File: src/rtl/bright_spot_tracker.sv
`default_nettype none
// +--------------------------------------------------------------------------+
// | bright_spot_tracker: per-frame statistics (count, bounding box, centroid  |
// | sums) of pixels at or above a threshold, read back via custom instruction |
// | Revision 1.0                                                              |
// +--------------------------------------------------------------------------+
module bright_spot_tracker #(
    parameter logic [7:0] customInstructionId = 8'd0
) (
    input  logic        clock,
    input  logic        reset,
    input  logic [31:0] pixelWord,
    input  logic        pixelValid,
    input  logic        lineDone,
    input  logic        frameDone,
    input  logic        ciStart,
    input  logic        ciCke,
    input  logic [7:0]  ciN,
    input  logic [31:0] ciValueA,
    input  logic [31:0] ciValueB,
    output logic [31:0] ciResult,
    output logic        ciDone
);

    localparam logic [10:0] COORD_MIN_INIT = 11'h7FF;
    localparam logic [10:0] LINE_Y_MAX     = 11'h7FF;
    localparam logic [7:0]  THRESHOLD_INIT = 8'd200;

    logic        is_my_ci;
    logic [2:0]  ci_cmd;
    logic        unused_ci_bits;

    logic [8:0]  word_cnt_q, word_cnt_d;
    logic [10:0] line_y_q, line_y_d;

    logic        s1_valid_q, s1_valid_d;
    logic [31:0] s1_word_q, s1_word_d;
    logic [10:0] s1_x_base_q, s1_x_base_d;
    logic [10:0] s1_y_q, s1_y_d;
    logic        s1_frame_done_q, s1_frame_done_d;

    logic [3:0]  s2_mask_q, s2_mask_d;
    logic [2:0]  s2_hits_q, s2_hits_d;
    logic [13:0] s2_x_sum_q, s2_x_sum_d;
    logic [10:0] s2_x_base_q, s2_x_base_d;
    logic [10:0] s2_y_q, s2_y_d;
    logic        s2_frame_done_q, s2_frame_done_d;

    logic [21:0] acc_count_q, acc_count_d, pub_count_q, pub_count_d;
    logic [31:0] acc_sum_x_q, acc_sum_x_d, pub_sum_x_q, pub_sum_x_d;
    logic [31:0] acc_sum_y_q, acc_sum_y_d, pub_sum_y_q, pub_sum_y_d;
    logic [10:0] acc_min_x_q, acc_min_x_d, pub_min_x_q, pub_min_x_d;
    logic [10:0] acc_max_x_q, acc_max_x_d, pub_max_x_q, pub_max_x_d;
    logic [10:0] acc_min_y_q, acc_min_y_d, pub_min_y_q, pub_min_y_d;
    logic [10:0] acc_max_y_q, acc_max_y_d, pub_max_y_q, pub_max_y_d;

    logic [7:0]  threshold_q, threshold_d;
    logic        enable_q, enable_d;
    logic        armed_q, armed_d;
    logic        frame_ready_q, frame_ready_d;

    logic [1:0]  hit_min_off, hit_max_off;
    logic [10:0] hit_min_x, hit_max_x;
    logic        has_hit;
    logic [22:0] count_sum;
    logic [13:0] y_prod;
    logic [21:0] upd_count;
    logic [31:0] upd_sum_x, upd_sum_y;
    logic [10:0] upd_min_x, upd_max_x, upd_min_y, upd_max_y;

    assign is_my_ci       = ciStart & ciCke & (ciN == customInstructionId);
    assign ci_cmd         = ciValueA[2:0];
    assign ciDone         = is_my_ci;
    assign unused_ci_bits = ^{ciValueA[31:3], ciValueB[31:9]};

    // Position counters; a word arriving with lineDone/frameDone still uses the old x/y.
    always_comb begin
        word_cnt_d = word_cnt_q;
        line_y_d   = line_y_q;
        if (lineDone || frameDone) begin
            word_cnt_d = 9'd0;
        end else if (pixelValid) begin
            word_cnt_d = word_cnt_q + 9'd1;
        end
        if (frameDone) begin
            line_y_d = 11'd0;
        end else if (lineDone && (line_y_q != LINE_Y_MAX)) begin
            line_y_d = line_y_q + 11'd1;
        end
    end

    always_comb begin
        s1_valid_d      = pixelValid;
        s1_word_d       = pixelWord;
        s1_x_base_d     = {word_cnt_q, 2'b00};
        s1_y_d          = line_y_q;
        s1_frame_done_d = frameDone;
    end

    // Pixel k sits at byte 3-k, so the leftmost pixel gets the lowest x.
    always_comb begin
        s2_mask_d       = 4'd0;
        s2_hits_d       = 3'd0;
        s2_x_sum_d      = 14'd0;
        s2_x_base_d     = s1_x_base_q;
        s2_y_d          = s1_y_q;
        s2_frame_done_d = s1_frame_done_q;
        for (int k = 0; k < 4; k++) begin
            s2_mask_d[k] = s1_valid_q && (s1_word_q[8*(3-k) +: 8] >= threshold_q);
            if (s2_mask_d[k]) begin
                s2_hits_d  = s2_hits_d + 3'd1;
                s2_x_sum_d = s2_x_sum_d + {3'd0, s1_x_base_q} + 14'(k);
            end
        end
    end

    always_comb begin
        hit_min_off = 2'd0;
        hit_max_off = 2'd0;
        for (int k = 3; k >= 0; k--) begin
            if (s2_mask_q[k]) hit_min_off = 2'(k);
        end
        for (int k = 0; k < 4; k++) begin
            if (s2_mask_q[k]) hit_max_off = 2'(k);
        end
        hit_min_x = s2_x_base_q + {9'd0, hit_min_off};
        hit_max_x = s2_x_base_q + {9'd0, hit_max_off};
        has_hit   = |s2_mask_q;
        count_sum = {1'b0, acc_count_q} + {20'd0, s2_hits_q};
        upd_count = count_sum[22] ? '1 : count_sum[21:0];
        upd_sum_x = acc_sum_x_q + {18'd0, s2_x_sum_q};
        y_prod    = {11'd0, s2_hits_q} * {3'd0, s2_y_q};
        upd_sum_y = acc_sum_y_q + {18'd0, y_prod};
        upd_min_x = (has_hit && (hit_min_x < acc_min_x_q)) ? hit_min_x : acc_min_x_q;
        upd_max_x = (has_hit && (hit_max_x > acc_max_x_q)) ? hit_max_x : acc_max_x_q;
        upd_min_y = (has_hit && (s2_y_q < acc_min_y_q)) ? s2_y_q : acc_min_y_q;
        upd_max_y = (has_hit && (s2_y_q > acc_max_y_q)) ? s2_y_q : acc_max_y_q;
    end

    // The word riding with the delayed frameDone is folded into the published snapshot.
    always_comb begin
        acc_count_d   = upd_count;
        acc_sum_x_d   = upd_sum_x;
        acc_sum_y_d   = upd_sum_y;
        acc_min_x_d   = upd_min_x;
        acc_max_x_d   = upd_max_x;
        acc_min_y_d   = upd_min_y;
        acc_max_y_d   = upd_max_y;
        pub_count_d   = pub_count_q;
        pub_sum_x_d   = pub_sum_x_q;
        pub_sum_y_d   = pub_sum_y_q;
        pub_min_x_d   = pub_min_x_q;
        pub_max_x_d   = pub_max_x_q;
        pub_min_y_d   = pub_min_y_q;
        pub_max_y_d   = pub_max_y_q;
        armed_d       = armed_q;
        frame_ready_d = frame_ready_q;
        if (!armed_q || s2_frame_done_q) begin
            acc_count_d = 22'd0;
            acc_sum_x_d = 32'd0;
            acc_sum_y_d = 32'd0;
            acc_min_x_d = COORD_MIN_INIT;
            acc_max_x_d = 11'd0;
            acc_min_y_d = COORD_MIN_INIT;
            acc_max_y_d = 11'd0;
        end
        if (is_my_ci && (ci_cmd == 3'd7)) frame_ready_d = 1'b0;
        if (s2_frame_done_q) begin
            armed_d = enable_q;
            if (armed_q) begin
                pub_count_d   = upd_count;
                pub_sum_x_d   = upd_sum_x;
                pub_sum_y_d   = upd_sum_y;
                pub_min_x_d   = upd_min_x;
                pub_max_x_d   = upd_max_x;
                pub_min_y_d   = upd_min_y;
                pub_max_y_d   = upd_max_y;
                frame_ready_d = 1'b1;
            end
        end
    end

    always_comb begin
        threshold_d = threshold_q;
        enable_d    = enable_q;
        if (is_my_ci && (ci_cmd == 3'd5)) begin
            threshold_d = ciValueB[7:0];
            enable_d    = ciValueB[8];
        end
    end

    always_comb begin
        ciResult = 32'd0;
        if (is_my_ci) begin
            case (ci_cmd)
                3'd0:    ciResult = {10'd0, pub_count_q};
                3'd1:    ciResult = {5'd0, pub_max_x_q, 5'd0, pub_min_x_q};
                3'd2:    ciResult = {5'd0, pub_max_y_q, 5'd0, pub_min_y_q};
                3'd3:    ciResult = pub_sum_x_q;
                3'd4:    ciResult = pub_sum_y_q;
                3'd6:    ciResult = {23'd0, enable_q, threshold_q};
                3'd7:    ciResult = {31'd0, frame_ready_q};
                default: ciResult = 32'd0;
            endcase
        end
    end

    always_ff @(posedge clock) begin
        if (!reset) begin
            word_cnt_q      <= 9'd0;
            line_y_q        <= 11'd0;
            s1_valid_q      <= 1'b0;
            s1_word_q       <= 32'd0;
            s1_x_base_q     <= 11'd0;
            s1_y_q          <= 11'd0;
            s1_frame_done_q <= 1'b0;
            s2_mask_q       <= 4'd0;
            s2_hits_q       <= 3'd0;
            s2_x_sum_q      <= 14'd0;
            s2_x_base_q     <= 11'd0;
            s2_y_q          <= 11'd0;
            s2_frame_done_q <= 1'b0;
            acc_count_q     <= 22'd0;
            acc_sum_x_q     <= 32'd0;
            acc_sum_y_q     <= 32'd0;
            acc_min_x_q     <= COORD_MIN_INIT;
            acc_max_x_q     <= 11'd0;
            acc_min_y_q     <= COORD_MIN_INIT;
            acc_max_y_q     <= 11'd0;
            pub_count_q     <= 22'd0;
            pub_sum_x_q     <= 32'd0;
            pub_sum_y_q     <= 32'd0;
            pub_min_x_q     <= 11'd0;
            pub_max_x_q     <= 11'd0;
            pub_min_y_q     <= 11'd0;
            pub_max_y_q     <= 11'd0;
            threshold_q     <= THRESHOLD_INIT;
            enable_q        <= 1'b0;
            armed_q         <= 1'b0;
            frame_ready_q   <= 1'b0;
        end else begin
            word_cnt_q      <= word_cnt_d;
            line_y_q        <= line_y_d;
            s1_valid_q      <= s1_valid_d;
            s1_word_q       <= s1_word_d;
            s1_x_base_q     <= s1_x_base_d;
            s1_y_q          <= s1_y_d;
            s1_frame_done_q <= s1_frame_done_d;
            s2_mask_q       <= s2_mask_d;
            s2_hits_q       <= s2_hits_d;
            s2_x_sum_q      <= s2_x_sum_d;
            s2_x_base_q     <= s2_x_base_d;
            s2_y_q          <= s2_y_d;
            s2_frame_done_q <= s2_frame_done_d;
            acc_count_q     <= acc_count_d;
            acc_sum_x_q     <= acc_sum_x_d;
            acc_sum_y_q     <= acc_sum_y_d;
            acc_min_x_q     <= acc_min_x_d;
            acc_max_x_q     <= acc_max_x_d;
            acc_min_y_q     <= acc_min_y_d;
            acc_max_y_q     <= acc_max_y_d;
            pub_count_q     <= pub_count_d;
            pub_sum_x_q     <= pub_sum_x_d;
            pub_sum_y_q     <= pub_sum_y_d;
            pub_min_x_q     <= pub_min_x_d;
            pub_max_x_q     <= pub_max_x_d;
            pub_min_y_q     <= pub_min_y_d;
            pub_max_y_q     <= pub_max_y_d;
            threshold_q     <= threshold_d;
            enable_q        <= enable_d;
            armed_q         <= armed_d;
            frame_ready_q   <= frame_ready_d;
        end
    end

endmodule
`default_nettype wire

File: config.mk
export PLATFORM = sky130hd
export DESIGN_NAME = bright_spot_tracker
export DESIGN_NICKNAME = d
export VERILOG_FILES = /design/src/rtl/bright_spot_tracker.sv
export SDC_FILE = /design/constraint.sdc
export NUM_CORES = 1
export LEC_CHECK = 0
export BUFFER_PORTS_ARGS = -buffer_cell sky130_fd_sc_hd__buf_2
export CORE_ASPECT_RATIO = 2
export CORE_MARGIN = 5
export CORE_UTILIZATION = 55
export DETAILED_ROUTE_END_ITERATION = 6
export GPL_ROUTABILITY_DRIVEN = 0
export GPL_TIMING_DRIVEN = 0
export PLACE_DENSITY = 0.85
export SYNTH_ARGS = -nofsm -noshare
export SYNTH_HDL_FRONTEND = slang
export SYNTH_SLANG_ARGS = --single-unit
File: constraint.sdc
create_clock -name clock -period 4.3 [get_ports clock]
set_input_delay 0 -clock clock [delete_from_list [all_inputs] [get_ports clock]]
set_output_delay 0 -clock clock [all_outputs]
set_load 0.01 [all_outputs]
# Word-level counts from Yosys, hierarchy flattened
# Cells that the tools add are included.
# word_totals
reg_bits	391
# op_classes
add_sub_neg	16
multipliers	1
n_lt_le_gt_ge	8
n_eq_ne	8
n_mux	25
bitwise	3
reduce_logical	21
# ops
op	n
one-hot mux 32 bit (7 select lines)	1
adder 32 x 14 -> 32 bit	2
two-way mux 11 bit	5
adder 14 x 11 -> 14 bit	3
two-way mux 14 bit	3
greater-or-equal comparator 8 bit	4
two-way mux 32 bit	1
adder 14 x 2 -> 14 bit, second input constant	2
adder 22 x 3 -> 23 bit	1
adder 11 x 2 -> 11 bit	2
> comparator 11 bit	2
less-than comparator 11 bit	2
two-way mux 22 bit	1
adder 14 x 1 -> 14 bit, second input constant	1
multiplier 3 x 11 -> 14 bit	1
== test 3 bit, second input constant	4
two-way mux 2 bit	6
adder 11 x 1 -> 11 bit, second input constant	1
logical AND 1 bit	11
inequality test 11 bit, second input constant	1
adder 3 x 1 -> 3 bit, second input constant	3
adder 9 x 1 -> 9 bit, second input constant	1
two-way mux 3 bit	3
logical NOT 8 bit	1
11 further kinds	20

# Longest topological paths before layout
# logic_depth
depth_word	12
ltp_mapped	26
ltp_nobuf	25

# Least setup slack after synthesis
# Ideal clock, no wire load.
# synth_path
kind	flip-flop to flip-flop
start	reg threshold_q[7]
end	reg s2_x_sum_q[12]
setup_time_ps	128
arrival_time_ps	4379
slack_ps	-206
path_stages_with_launch	23
path_buffers	1
cell_sequence	dfxtp_1 -> inv_1 -> ha_1 -> and2_1 -> o2111ai_1 -> o21ai_4 -> buf_4 -> mux2i_1 -> a211oi_1 -> ha_1 -> nor2b_1 -> o31ai_1 -> a21oi_1 -> o21a_1 -> nor2_1 -> xnor2_1 -> mux2_2 -> ha_1 -> nand3_1 -> nand3_1 -> o21ai_0 -> mux2i_1 -> nor2_1
# synth_between
elab_chain_cells	12
# synth_lines
item	line_no	source
start, declared	57	logic [7:0] threshold_q, threshold_d;
start signal, assigned	269	threshold_q <= threshold_d;
greater-or-equal comparator 8 bit	109	s2_mask_d[k] = s1_valid_q && (s1_word_q[8*(3-k) +: 8] >= threshold_q);
logical AND 1 bit	109	
two-way mux 11 bit	110	if (s2_mask_d[k]) begin
adder 14 x 11 -> 14 bit	112	s2_x_sum_d = s2_x_sum_d + {3'd0, s1_x_base_q} + 14'(k);
adder 14 x 1 -> 14 bit	112	
two-way mux 14 bit	110	
adder 14 x 11 -> 14 bit	112	
adder 14 x 2 -> 14 bit	112	
two-way mux 14 bit	110	
adder 14 x 11 -> 14 bit	112	
adder 14 x 2 -> 14 bit	112	
two-way mux 14 bit *	110	
end signal, assigned	251	s2_x_sum_q <= s2_x_sum_d;
end, declared	44	logic [13:0] s2_x_sum_q, s2_x_sum_d;
# Mark *: on every way between the ends. The rest lies on a longest branch, timed or not.
# A chain may end at the register's enable or synchronous reset.

# Final worst setup path
# layout_path
start	reg threshold_q[5]
end	reg s2_x_sum_q[12]
# The elaborated chain is that of the path after synthesis.

==> metrics.cfg <==
[status]
status = finished with violations
violations = DRC, setup timing

[placed_design]
dp.cells = 2682
dpl.hpwl_um = 45600
placed_cell_area_um2 = 20200
io_buffers = 90

[synthesis]
synth_common_cells = 387 x dfxtp_1, 302 x nor2_1, 134 x ha_1, 134 x nand2_1, 127 x a21oi_1
synth-xor-area-share_pct = 4.43
avgSynthCellArea_um2 = 8.92
ys_seq_area_share_pct = 40.4
synth_cells = 2151
yosysMostFrequentCell = dfxtp_1
yosys.area_share.simple_pct = 17.6
synthesis.nets = 2420
synth_top_family_by_area = simple AND/OR/NAND/NOR gates
synth.largest_area_cell = dfxtp_1
synth_top_area_share_pct = 40.4
synth_area_um2 = 19200
synth.distinct_cells = 74
synthFlopType = dfxtp_1
synth_edf_count = 0
yosys-mux-area-fraction_pct = 5.40
synth_adder_area_share_pct = 11.2
synth_compound_area_share_pct = 16.6
yosysWarningCount = 0
synth-async-reset-ratio_pct = 0
ys_ff_latch = 387
synthTopCellsByArea = dfxtp_1 40%, ha_1 8.7%, nor2_1 5.9%, a21oi_1 3.3%, and2_1 3.2%

[timing]
max_freq_mhz = 201
final.setup.worst_slack_ns = -0.675
slew_headroom_pct = 4.07
fin_worst_skew_ns = 0.0347
fin_crit_sh_pct = 116
worstMarginPinSlew_ns = 1.40
min_period_ns = 4.97
rsz0062_at_grt = yes
hold-worst-slack_ns = 0.137
setup_viol = 9
hold_viol = 0
slew_violations = 0

[cts]
h-tree-depth = 2
cts_root_buf = clkbuf_16
cts_tree = built
cts_buffers = 34
clock_latency_ns = 0.57
clk_pin_slew_worst_paths_ns = 0.07
clkSinkCount = 387
clk_path_buf_depth = 3

[final_layout]
stdcell_count = 2858
final_area_um2 = 23100
drive_above_1_share_pct = 15.9
syn_to_final_growth_pct = 20.6
nets = 2659

[critical_path]
crit_slowest_cell = a2111oi_0
cp-start-kind = flop
crit_family = compound AO/OA/AOI/OAI gates
criticalPathCategory = reg -> reg
crit_fanout = 9
crit_arrival_ns = 5.37
path_buf_inv = 3
setup.worst_path.end_class = flop
cp_data_required_time_ns = 4.70
max_stage_delay_ns = 1.18
worstPathCellList = inv_6 -> buf_4 -> ha_1 -> nand4_1 -> nor2_1 -> a211o_1 -> o21a_1 -> buf_2 -> a2111oi_0 -> a31o_4 -> ha_4 -> or2_4 -> a21oi_4 -> a31oi_4 -> nand4_1 -> nand3_2 -> o21ai_2 -> mux2i_1 -> nor2_1

[detailed_routing]
routed_wirelength_um = 69300
wl_per_cell_um = 24.2
drtPass1Iterations = 6
vias = 18225
final_antenna_net_count = 0
via_per_inst = 6.38
drt_first_iter_violations = 2146
drc = 1

[global_routing]
grt_pass1_vias = 18690
grtUsageTotal_pct = 33.7
grt_use_met2_pct = 58.3
grtUsageMet3_pct = 8.53
grt_max_degree = 18
antenna_found_initial = 4
grt_pass1_wl_um = 101000
gr-total-overflow = 0
grt.met1_usage_pct = 31.2
gr-max-usage-layer = met2

[pwr]
cellPowerDensity_nw_per_um2 = 306
power_leakage_nw = 9.56
vdd_drop_max_uv = 337

[min_path]
hp-class = in -> reg

[floorplan]
num_rows = 96
die_area_um2 = 38900
die_height_um = 274
die_w_um = 142
core_area_um2 = 34400
ioPinCount = 144
initial_utilization_pct = 55.8

[flow_run]
cap_viol_max_count = 0

## metal layers
layer | up-vias | share of wire (%)
met4 | 4 | 13
met5 | - | 0.049
met2 | 1259 | 48
met1 | 8478 | 30
met3 | 524 | 9.4
li1 | 7960 | -
## cell type report
class | instances | area, um2
clock buffer | 49 | 997
fill | 2475 | 11200
antenna | 1 | 2.50
clock inverter | 13 | 129
buffer | 103 | 433
timing repair buffer | 205 | 1460
tap | 441 | 552
multi-input combinational | 1545 | 11300
inverter | 114 | 448
sequential | 387 | 7790
## cells in the final DEF, fill, tap and decap left out, types with 30 or more instances in the layout
master	Yosys	routed
o21ai_0	121	117
clkbuf_16	0	34
xnor2_1	39	38
nor2_1	302	301
clkbuf_1	95	96
dlygate4sd3_1	0	45
nand2_1	134	133
a211oi_1	49	42
a21oi_1	127	116
inv_1	111	101
nand3_1	56	53
buf_4	1	65
and2_1	97	96
a21o_1	31	30
mux2i_1	55	52
xor2_1	58	50
ha_1	134	113
buf_2	6	94
nand4_1	34	34
dfxtp_1	387	374
## tightest hold or removal path, delay by kind of cell
family | cells | cell delay [ns]
simple gates | 2 | 0.28
compound gates | 2 | 0.29
buf+inv | 1 | 0.07
## state kept, by name (all words and copies together), names as in the netlist, 14 cells and up
register,cells
pub_sum_y_q,32
acc_count_q,22
pub_sum_x_q,32
acc_sum_x_q,32
pub_count_q,22
s2_x_sum_q,14
s1_word_q,32
acc_sum_y_q,32
## metrics by stage
| step | power (mW) | TNS, ns | worst slack [ns] | util (%) |
|---|---|---|---|---|
| 2_1_floorplan | 3.82 | -0.0145 | -0.0145 | - |
| 3_3_place_gp | 3.90 | -20.07 | -0.842 | 58.9 |
| 3_5_place_dp | 3.90 | -27.03 | -0.986 | 58.9 |
| 4_1_cts | 6.99 | -0.989 | -0.278 | 65.8 |
| 5_1_grt | 7.21 | -5.61 | -0.825 | 67.3 |
| 6_report | 7.07 | -4.24 | -0.675 | 67.3 |
## path summary, 6_finish.rpt
path | startpoint | endpoint | slack, ns | cells past startpoint
worst min-delay path | ciN[2] | frame_ready_q | 0.14 | 5
worst max-delay path | threshold_q[5] | s2_x_sum_q[12] | -0.67 | 19
worst max register to register | threshold_q[5] | s2_x_sum_q[12] | -0.67 | 19
worst min register to register | s1_frame_done_q | s2_frame_done_q | 0.43 | 1
## cell families (layout without fill, tap and decap cells)
group / after synthesis / in the layout
adder cells (fa/ha/maj): 158 / 158
multiplexers: 85 / 85
XOR/XNOR: 97 / 97
AO/OA/AOI/OAI: 483 / 483
other: 0 / 1
AND/OR/NAND/NOR: 722 / 722
flip-flops: 387 / 387
buffers and inverters: 219 / 484
## power by group
| group | internal [mW] | switching, mW | leakage [nW] |
|---|---|---|---|
| sequential | 3.60 | 0.0158 | 3.13 |
| combinational | 0.120 | 0.170 | 5.88 |
| clock | 1.70 | 1.47 | 0.550 |
## repair_timing
action	in CTS	in global routing
pin swaps	42	53
setup buffers	40	31
setup endpoints to repair	55	46
hold buffers	45	0
hold endpoints to repair	49	0
gates resized for setup	113	53
Note: power is estimated with default switching activity, not from simulation.
